<file path="src/rtl/softmax_max_subtractor.sv">
`default_nettype none
// +----------------------------------------------------------------------------+
// | softmax_max_subtractor                                                     |
// | Buffers one row of Q4.12 scores, tracks the row max, then streams          |
// | saturated (x - max) in arrival order, one element per cycle.               |
// | Revision: 1.0                                                              |
// +----------------------------------------------------------------------------+
module softmax_max_subtractor #(
  parameter int BIT_WIDTH = 16,
  parameter int VEC_LEN   = 64,
  parameter int CNT_WIDTH = 6,
  parameter int MIN_FIXED = -32768
) (
  input  logic                 i_clk,
  input  logic                 i_rst,
  input  logic                 i_valid,
  input  logic [BIT_WIDTH-1:0] i_data,
  output logic                 o_ready,
  output logic                 o_valid,
  output logic [BIT_WIDTH-1:0] o_data,
  output logic                 o_last,
  output logic                 o_err
);

  localparam int DIFF_W = BIT_WIDTH + 1;
  localparam logic [CNT_WIDTH-1:0]     c_LAST_IDX = CNT_WIDTH'(VEC_LEN - 1);
  localparam logic signed [DIFF_W-1:0] c_MIN_EXT  = DIFF_W'(MIN_FIXED);
  localparam logic [BIT_WIDTH-1:0]     c_MIN_W    = BIT_WIDTH'(MIN_FIXED);

  typedef enum logic [0:0] {
    ST_LOAD = 1'b0,
    ST_EMIT = 1'b1
  } state_t;

  state_t                       state_q;
  logic [CNT_WIDTH-1:0]         wr_cnt_q;
  logic [CNT_WIDTH-1:0]         rd_cnt_q;
  logic signed [BIT_WIDTH-1:0]  max_q;
  logic [BIT_WIDTH-1:0]         buf_q [VEC_LEN];
  logic                         valid_q;
  logic                         last_q;
  logic                         err_q;
  logic [BIT_WIDTH-1:0]         data_q;

  logic                         accept;
  logic [BIT_WIDTH-1:0]         rd_word;
  logic signed [DIFF_W-1:0]     diff;
  logic [BIT_WIDTH-1:0]         data_d;

  assign o_ready = (state_q == ST_LOAD) && !i_rst;
  assign accept  = i_valid && o_ready;

  // Difference is one bit wider so x - max never wraps before saturation.
  assign rd_word = buf_q[rd_cnt_q];
  assign diff    = $signed({rd_word[BIT_WIDTH-1], rd_word}) - $signed({max_q[BIT_WIDTH-1], max_q});
  assign data_d  = (diff < c_MIN_EXT) ? c_MIN_W : diff[BIT_WIDTH-1:0];

  always_ff @(posedge i_clk) begin
    if (accept) begin
      buf_q[wr_cnt_q] <= i_data;
    end
  end

  always_ff @(posedge i_clk) begin
    if (i_rst) begin
      state_q  <= ST_LOAD;
      wr_cnt_q <= '0;
      rd_cnt_q <= '0;
      max_q    <= '0;
      valid_q  <= 1'b0;
      last_q   <= 1'b0;
      data_q   <= '0;
      err_q    <= 1'b0;
    end else begin
      if (i_valid && !o_ready) begin
        err_q <= 1'b1;
      end
      case (state_q)
        ST_LOAD: begin
          valid_q <= 1'b0;
          last_q  <= 1'b0;
          if (accept) begin
            if (wr_cnt_q == '0 || $signed(i_data) > max_q) begin
              max_q <= $signed(i_data);
            end
            if (wr_cnt_q == c_LAST_IDX) begin
              wr_cnt_q <= '0;
              state_q  <= ST_EMIT;
            end else begin
              wr_cnt_q <= wr_cnt_q + 1'b1;
            end
          end
        end
        ST_EMIT: begin
          valid_q <= 1'b1;
          data_q  <= data_d;
          last_q  <= (rd_cnt_q == c_LAST_IDX);
          if (rd_cnt_q == c_LAST_IDX) begin
            rd_cnt_q <= '0;
            state_q  <= ST_LOAD;
          end else begin
            rd_cnt_q <= rd_cnt_q + 1'b1;
          end
        end
        default: begin
          state_q <= ST_LOAD;
        end
      endcase
    end
  end

  assign o_valid = valid_q;
  assign o_data  = data_q;
  assign o_last  = last_q;
  assign o_err   = err_q;

endmodule
`default_nettype wire

</file>
<file path="config.mk">
export PLATFORM = sky130hd
export DESIGN_NAME = softmax_max_subtractor
export DESIGN_NICKNAME = d
export VERILOG_FILES = /design/src/rtl/softmax_max_subtractor.sv
export SDC_FILE = /design/constraint.sdc
export NUM_CORES = 1
export LEC_CHECK = 0
export CAP_MARGIN = 20
export CORE_MARGIN = 1
export CORE_UTILIZATION = 56
export DETAILED_ROUTE_END_ITERATION = 8
export HOLD_SLACK_MARGIN = 0.12
export PLACE_DENSITY = 0.76
export SLEW_MARGIN = 25
export SYNTH_ARGS = -nofsm -noshare
export SYNTH_HDL_FRONTEND = slang
export SYNTH_SLANG_ARGS = --single-unit
</file>
<file path="constraint.sdc">
create_clock -name i_clk -period 8.6 [get_ports i_clk]
set_clock_uncertainty 0.15 [all_clocks]
set_input_delay 0.86 -clock i_clk [delete_from_list [all_inputs] [get_ports i_clk]]
set_output_delay 0.86 -clock i_clk [all_outputs]
set_load 0.02 [all_outputs]
</file>
After elaboration in Yosys (flattened, before gate mapping)
Memory sizes are Yosys's and may differ from the RTL's. A register that Yosys moved wholly into a read port is not among the register bits.
Index checks and enable logic that the tools add are counted.
{"block": "op_classes", "reduce_logical": 9, "eq_ne": 2, "add_sub_neg": 3, "mux": 13, "order_cmp": 2, "bitwise": 1}
{"op": "6-bit two-way mux", "n": 4}
{"op": "17-bit by 16-bit less-than comparator with 1-bit output (second input constant)", "n": 1}
{"op": "16-bit by 16-bit subtractor with 17-bit output", "n": 1}
{"op": "16-bit > comparator", "n": 1}
{"op": "16-bit two-way mux", "n": 1}
{"op": "6-bit by 1-bit adder with 6-bit output (second input constant)", "n": 2}
{"op": "6-bit == test (second input constant)", "n": 2}
{"op": "6-bit logical NOT", "n": 1}
{"op": "1-bit one-hot mux with 2 select lines", "n": 3}
{"op": "1-bit two-way mux", "n": 5}
{"op": "1-bit logical AND", "n": 3}
{"op": "3-bit AND reduction", "n": 1}
{"op": "1-bit logical NOT", "n": 2}
{"op": "2-bit AND reduction", "n": 1}
{"op": "1-bit logical OR", "n": 1}
{"op": "1-bit NOT", "n": 1}
{"block": "totals", "regBits": 48, "mem_count": 1, "ram_bits": 1024, "inputBits": 19}
{"memory": "buf_q", "depth": 64, "width": 16, "rd": 1, "rd_ports_with_merged_regs": 1, "write_ports": 1, "line_no": "39", "source": "logic [BIT_WIDTH-1:0] buf_q [VEC_LEN];"}

Logic depth before layout (Yosys ltp)
{"block": "depth", "depth_word": 5, "mapped_depth": 18}

Worst setup path before layout
No wires, ideal clock.
{"block": "synth_path", "kind": "reg-to-reg", "startpoint": "register (tool-made name)", "endpoint": "register data_q[10], in the netlist o_data[10]", "setup_slack_ns": 3.958, "arrival_time_ns": 4.433, "path_stages_with_launch": 15, "required_ns": 8.391, "setup_ns": 0.059, "cell_sequence": "dfxtp_1 buf_1 clkbuf_1 mux4_2 mux4_2 mux4_2 ha_1 a21oi_1 o21ba_2 a2111oi_0 nor3_1 o21ai_0 mux2i_1 buf_2 a22o_1"}
{"element": "end signal, assigned", "line_no": "96", "source": "data_q <= data_d;"}
{"element": "end, declared", "line_no": "43", "source": "logic [BIT_WIDTH-1:0] data_q;"}

==> results.json <==
{
  "overflow": 0,
  "crit_type": "flop to flop",
  "viasPerCell": 6.63,
  "fin_crit_ps": 6060,
  "clock_path_buffers": 3,
  "io_buffer_count": 38,
  "grt_setup_unrepaired": "no",
  "postSynthAreaPerCell_sq_um": 22.5,
  "outcome": "finished clean",
  "post-route-period-util_pct": 70.4,
  "start_util_pct": 56.6,
  "cp.required_ps": 9040,
  "final_common_cell": "edfxtp_1",
  "powerDensity_nw_per_um2": 221,
  "synth_xor_area_share_pct": 0.375,
  "wl_per_cell_microns": 32.6,
  "synthCells": 1868,
  "final-seq-area_sq_um": 31800,
  "cp_max_fo": 57,
  "worst_pin_slew_ps": 941,
  "antenna_left": 0,
  "clk_latency_ps": 670,
  "cts_root_buf": "clkbuf_16",
  "drv_cap": 0,
  "synth_warnings": 0,
  "cts_tree": "yes",
  "grt_pass1_wl_mm": 143,
  "ys_seq_elements": 1078,
  "hold_viol_final": 0,
  "die_y_microns": 276,
  "route.detailed.drc": 0,
  "place_ws_ps": 2400,
  "first_pass_iters": 6,
  "synth_top_family_by_area": "multiplexers",
  "rr_worst_depth": 12,
  "clk_pin_slew_worst_paths_ps": 60,
  "synth_edf_count": 1024,
  "hold_path.class": "flop to flop",
  "dpl.cell_count": 2872,
  "fin_cells": 3063,
  "io_pins": 39,
  "layout_setup_ws_ps": 2540,
  "syn2layout_area_growth_pct": 12.4,
  "max_slew_margin_pct": 37.3,
  "startpoint_type": "flop",
  "via_count": 20300,
  "grt_max_degree": 81,
  "drt_iter0_drc": 2765,
  "antenna_found_initial": 7,
  "synthSimpleGateAreaFrac_pct": 1.92,
  "slew_viol_final": 0,
  "dieArea_sq_um": 76200,
  "synth_fa_ha_area_share_pct": 1.12,
  "fin_nets": 2065,
  "multi_input_area_sq_um": 9710,
  "synth_async_sr_flop_share_pct": 0,
  "grt_pass1_vias": 20400,
  "cts.repair.resized": 0,
  "synth_cell_type_count": 51,
  "rrSetupSlack_ps": 2540,
  "numCtsBuffers": 104,
  "tns_ps": 0,
  "clock_sinks": 1078,
  "drive_gt1_share_pct": 29.2,
  "muxShareOfSynthArea_pct": 18.1,
  "grt_usage_pct": 27.0,
  "ys_seq_area_share_pct": 75.7,
  "place_congestion": 0.902,
  "endpoint_kind": "flop",
  "hold_buffers": 0,
  "n_fill_cell": 4765,
  "synth_compound_area_share_pct": 1.46,
  "p_leak_nw": 14.4,
  "fmax_mhz": 165,
  "synthFlopType": "edfxtp_1",
  "setup_viol": 0,
  "synth_nets": 1924,
  "core_area_sq_um": 74300,
  "critPathCapture": "o_data[9]",
  "vdd_drop_max_mv": 0.160,
  "synth_area_sq_um": 42000,
  "rows": 100,
  "die_x_microns": 276,
  "holdWs_ps": 322,
  "h-tree-depth": 3,
  "whs_path_depth": 2,
  "final_cell_mix": "1024 x edfxtp_1, 336 x mux4_2, 107 x clkbuf_16",
  "finalWirelength_mm": 99.7,
  "hpwl_mm": 55.3,
  "reg2reg_to": "o_data[9]",
  "post_cts_buffers": 0,
  "critical_path_arrival_ps": 6500
}
report_power, final:
group	leakage, nW	internal, mW	switching (mW)
logic	3.19	0.0714	0.195
clock network	1.61	2.53	1.89
registers	9.65	5.75	0.00528
how the worst min path moves through the flow:
stage,start,end,slack [ps]
CTS,o_data[7],o_data[7],330
global placement,o_err,o_err,300
floorplan,rd_cnt_q[1],flop,320
detailed placement,o_err,o_err,320
finish,o_err,o_err,320
global route,o_data[1],o_data[1],360
metal layers:
layer	routed length (microns)	GRT usage, %	vias up
li1	-	-	8157
met1	37500	37.9	10800
met2	48300	42.2	1167
met3	10400	5.92	186
met4	3490	10.1	4
met5	27	0	-
Yosys cell counts, types with 3 or more instances:
cell	instances	area, sq um
a21o_1	9	67.6
a21oi_1	18	90.1
a22o_1	15	131
a31oi_1	3	18.8
buf_1	17	63.8
buf_2	26	130
buf_4	4	30.0
buf_6	4	45.0
clkbuf_1	46	173
dfxtp_1	54	1080
edfxtp_1	1024	30700
ha_1	36	450
inv_1	27	101
mux4_2	336	7570
nand2_1	46	173
nand2b_1	5	31.3
nand3_1	10	50.1
nand4_1	6	37.5
nor2_1	90	338
nor2b_1	4	25.0
nor3_1	7	35.0
o21a_1	3	22.5
o21ai_0	8	40.0
o31ai_1	16	120
or3b_2	3	26.3
xnor2_1	8	70.1
xor2_1	10	87.6
cells by family (layout without fill, tap and decap cells):
| logic type | after synthesis | after routing |
|---|---|---|
| other | 0 | 1 |
| multiplexers | 340 | 340 |
| XOR/XNOR | 18 | 18 |
| AND/OR/NAND/NOR | 184 | 184 |
| adder cells (fa/ha/maj) | 37 | 37 |
| AO/OA/AOI/OAI | 87 | 87 |
| flip-flops | 1078 | 1078 |
| buffers and inverters | 124 | 349 |
final cells by class:
| class | count | area share, % |
|---|---|---|
| diodes | 1 | 0.00530 |
| clock buffers | 133 | 5.92 |
| clock inverters | 57 | 1.03 |
| inverters | 27 | 0.215 |
| multi-input cells | 666 | 20.6 |
| flip-flops and latches | 1078 | 67.4 |
| well taps | 969 | 2.57 |
| repair buffers | 132 | 2.27 |
per-stage QoR:
| step | instance area [sq um] | total power, mW | util [%] |
|---|---|---|---|
| after floorplan | 42000 | 5.98 | - |
| after global placement | 43900 | 6.12 | 59.1 |
| after detailed placement | 43900 | 6.13 | 59.1 |
| after CTS | 47200 | 10.5 | 63.5 |
| after global routing | 47200 | 10.7 | 63.5 |
| final | 47200 | 10.4 | 63.5 |
sequential cells by signal, indices dropped and copies added, names as in the netlist, named ones only:
register,flops
buf_q,1024
o_valid,1
rd_cnt_q,6
o_err,1
max_q,16
o_data,16
wr_cnt_q,6
state_q,1
o_last,1
critical path, cell delays in order (launching register included):
cell	delay, ps
dfxtp_4	940
buf_12	470
mux4_2	580
mux4_2	520
mux4_2	540
ha_1	300
nor2b_1	180
o2111ai_1	180
a2111oi_0	500
nor3_1	180
o21ai_0	370
mux2i_2	710
a22o_1	240
(Power assumes the default switching activity.)
==> patch (same flow settings) <==
Reset style: asynchronous (`i_rst`), changed in one clocked block.
--- a/src/rtl/softmax_max_subtractor.sv
+++ b/src/rtl/softmax_max_subtractor.sv
@@ -61,7 +61,7 @@
     end
   end
 
-  always_ff @(posedge i_clk) begin
+  always_ff @(posedge i_clk or posedge i_rst) begin
     if (i_rst) begin
       state_q  <= ST_LOAD;
       wr_cnt_q <= '0;
Behaviour: same outputs for any inputs over 4 cycles, from zero or initial values and one cycle with i_rst high; that may be too few to reach the edited logic, so the function may still have changed.
==> patch against the original RTL <==
- sequential cell count is 6 lower
- worst setup slack got worse by 190 ps
- wire length is 7.1% higher
- critical path depth rose by 2
- synthesized cell count grew 16%
- power fell by 3.1%
- design area increased by 0.66%
- area after synthesis grew 1.5%
- highest routed layer unchanged
==> patch: results (changes against the original RTL) <==
metric,value,unit,change
Worst-Margin Slew,1090,ps,+144 ps
Critical Path Fanout Max,111,,+95%
gpl congestion,0.950,,+5.3%
share of layout cells above drive strength 1,21.1,%,-8.1 points
detailed route wirelength on metal3,10.7,mm,+2.9%
placed cell area,44400,um2,+1.1%
Async SR Flop Fraction,4.48,%,+4.5 points
outcome,completed,,
Final #Nets,2342,,+13%
global-route wire length before repair,156,mm,+9.0%
FILL cells,4930,,+3.5%
met2 Use GR,44.1,%,+1.9 points
dpl ws,2470,ps,+72.3 ps
mux share of post-synthesis cell area,13.9,%,-4.2 points
Post-Synth Adder-Cell Area,1.10,%,-0.017 points
Worst Path Arrival,6600,ps,+100 ps
Routed met2 length,50.9,mm,+5.5%
Seq cells,1072,,-0.56%
complex-gate fraction of the synthesized area,5.22,%,+3.8 points
Leak,16.1,nW,+11%
initial antenna violation count,5,,-2
multi-input combinational gate total,943,,+42%
vias per cell,6.81,,+2.6%
fraction of area in registers,67.2,%,-0.20 points
final hold slack,316,ps,-5.76 ps
-- patch: cell count changes in the layout (fill, tap and decap cells not counted), sizes merged, moves of 14 or more --
cell,delta
a22oi,+67
mux2,+15
nand3,+66
dfxtp,-54
o221ai,+96
mux4,-144
mux2i,+137
o31ai,-14
a31oi,+31
dfrtp,+48
a21oi,+30
-- patch: power groups by stage --
stage | clock, W | combinational [W] | sequential [W]
after CTS | 0.00425 | 0.000169 | 0.00573
after global placement | 0 | 0.000159 | 0.00584
after floorplan | 0 | 0.0000383 | 0.00584
after detailed placement | 0 | 0.000168 | 0.00584
after global routing | 0.00446 | 0.000180 | 0.00572
final | 0.00422 | 0.000171 | 0.00573
-- patch: critical path: stages, from the launching register on --
cell and delay, ps:
dfrtp_4 820, buf_12 560, buf_4 700, mux4_2 410, a22oi_1 150, nand3_1 140, a31oi_1 670, a31oi_1 120
ha_1 270, a21o_1 210, a21oi_1 240, nand4b_1 190, a21oi_1 300, mux2i_2 740, a22oi_1 200
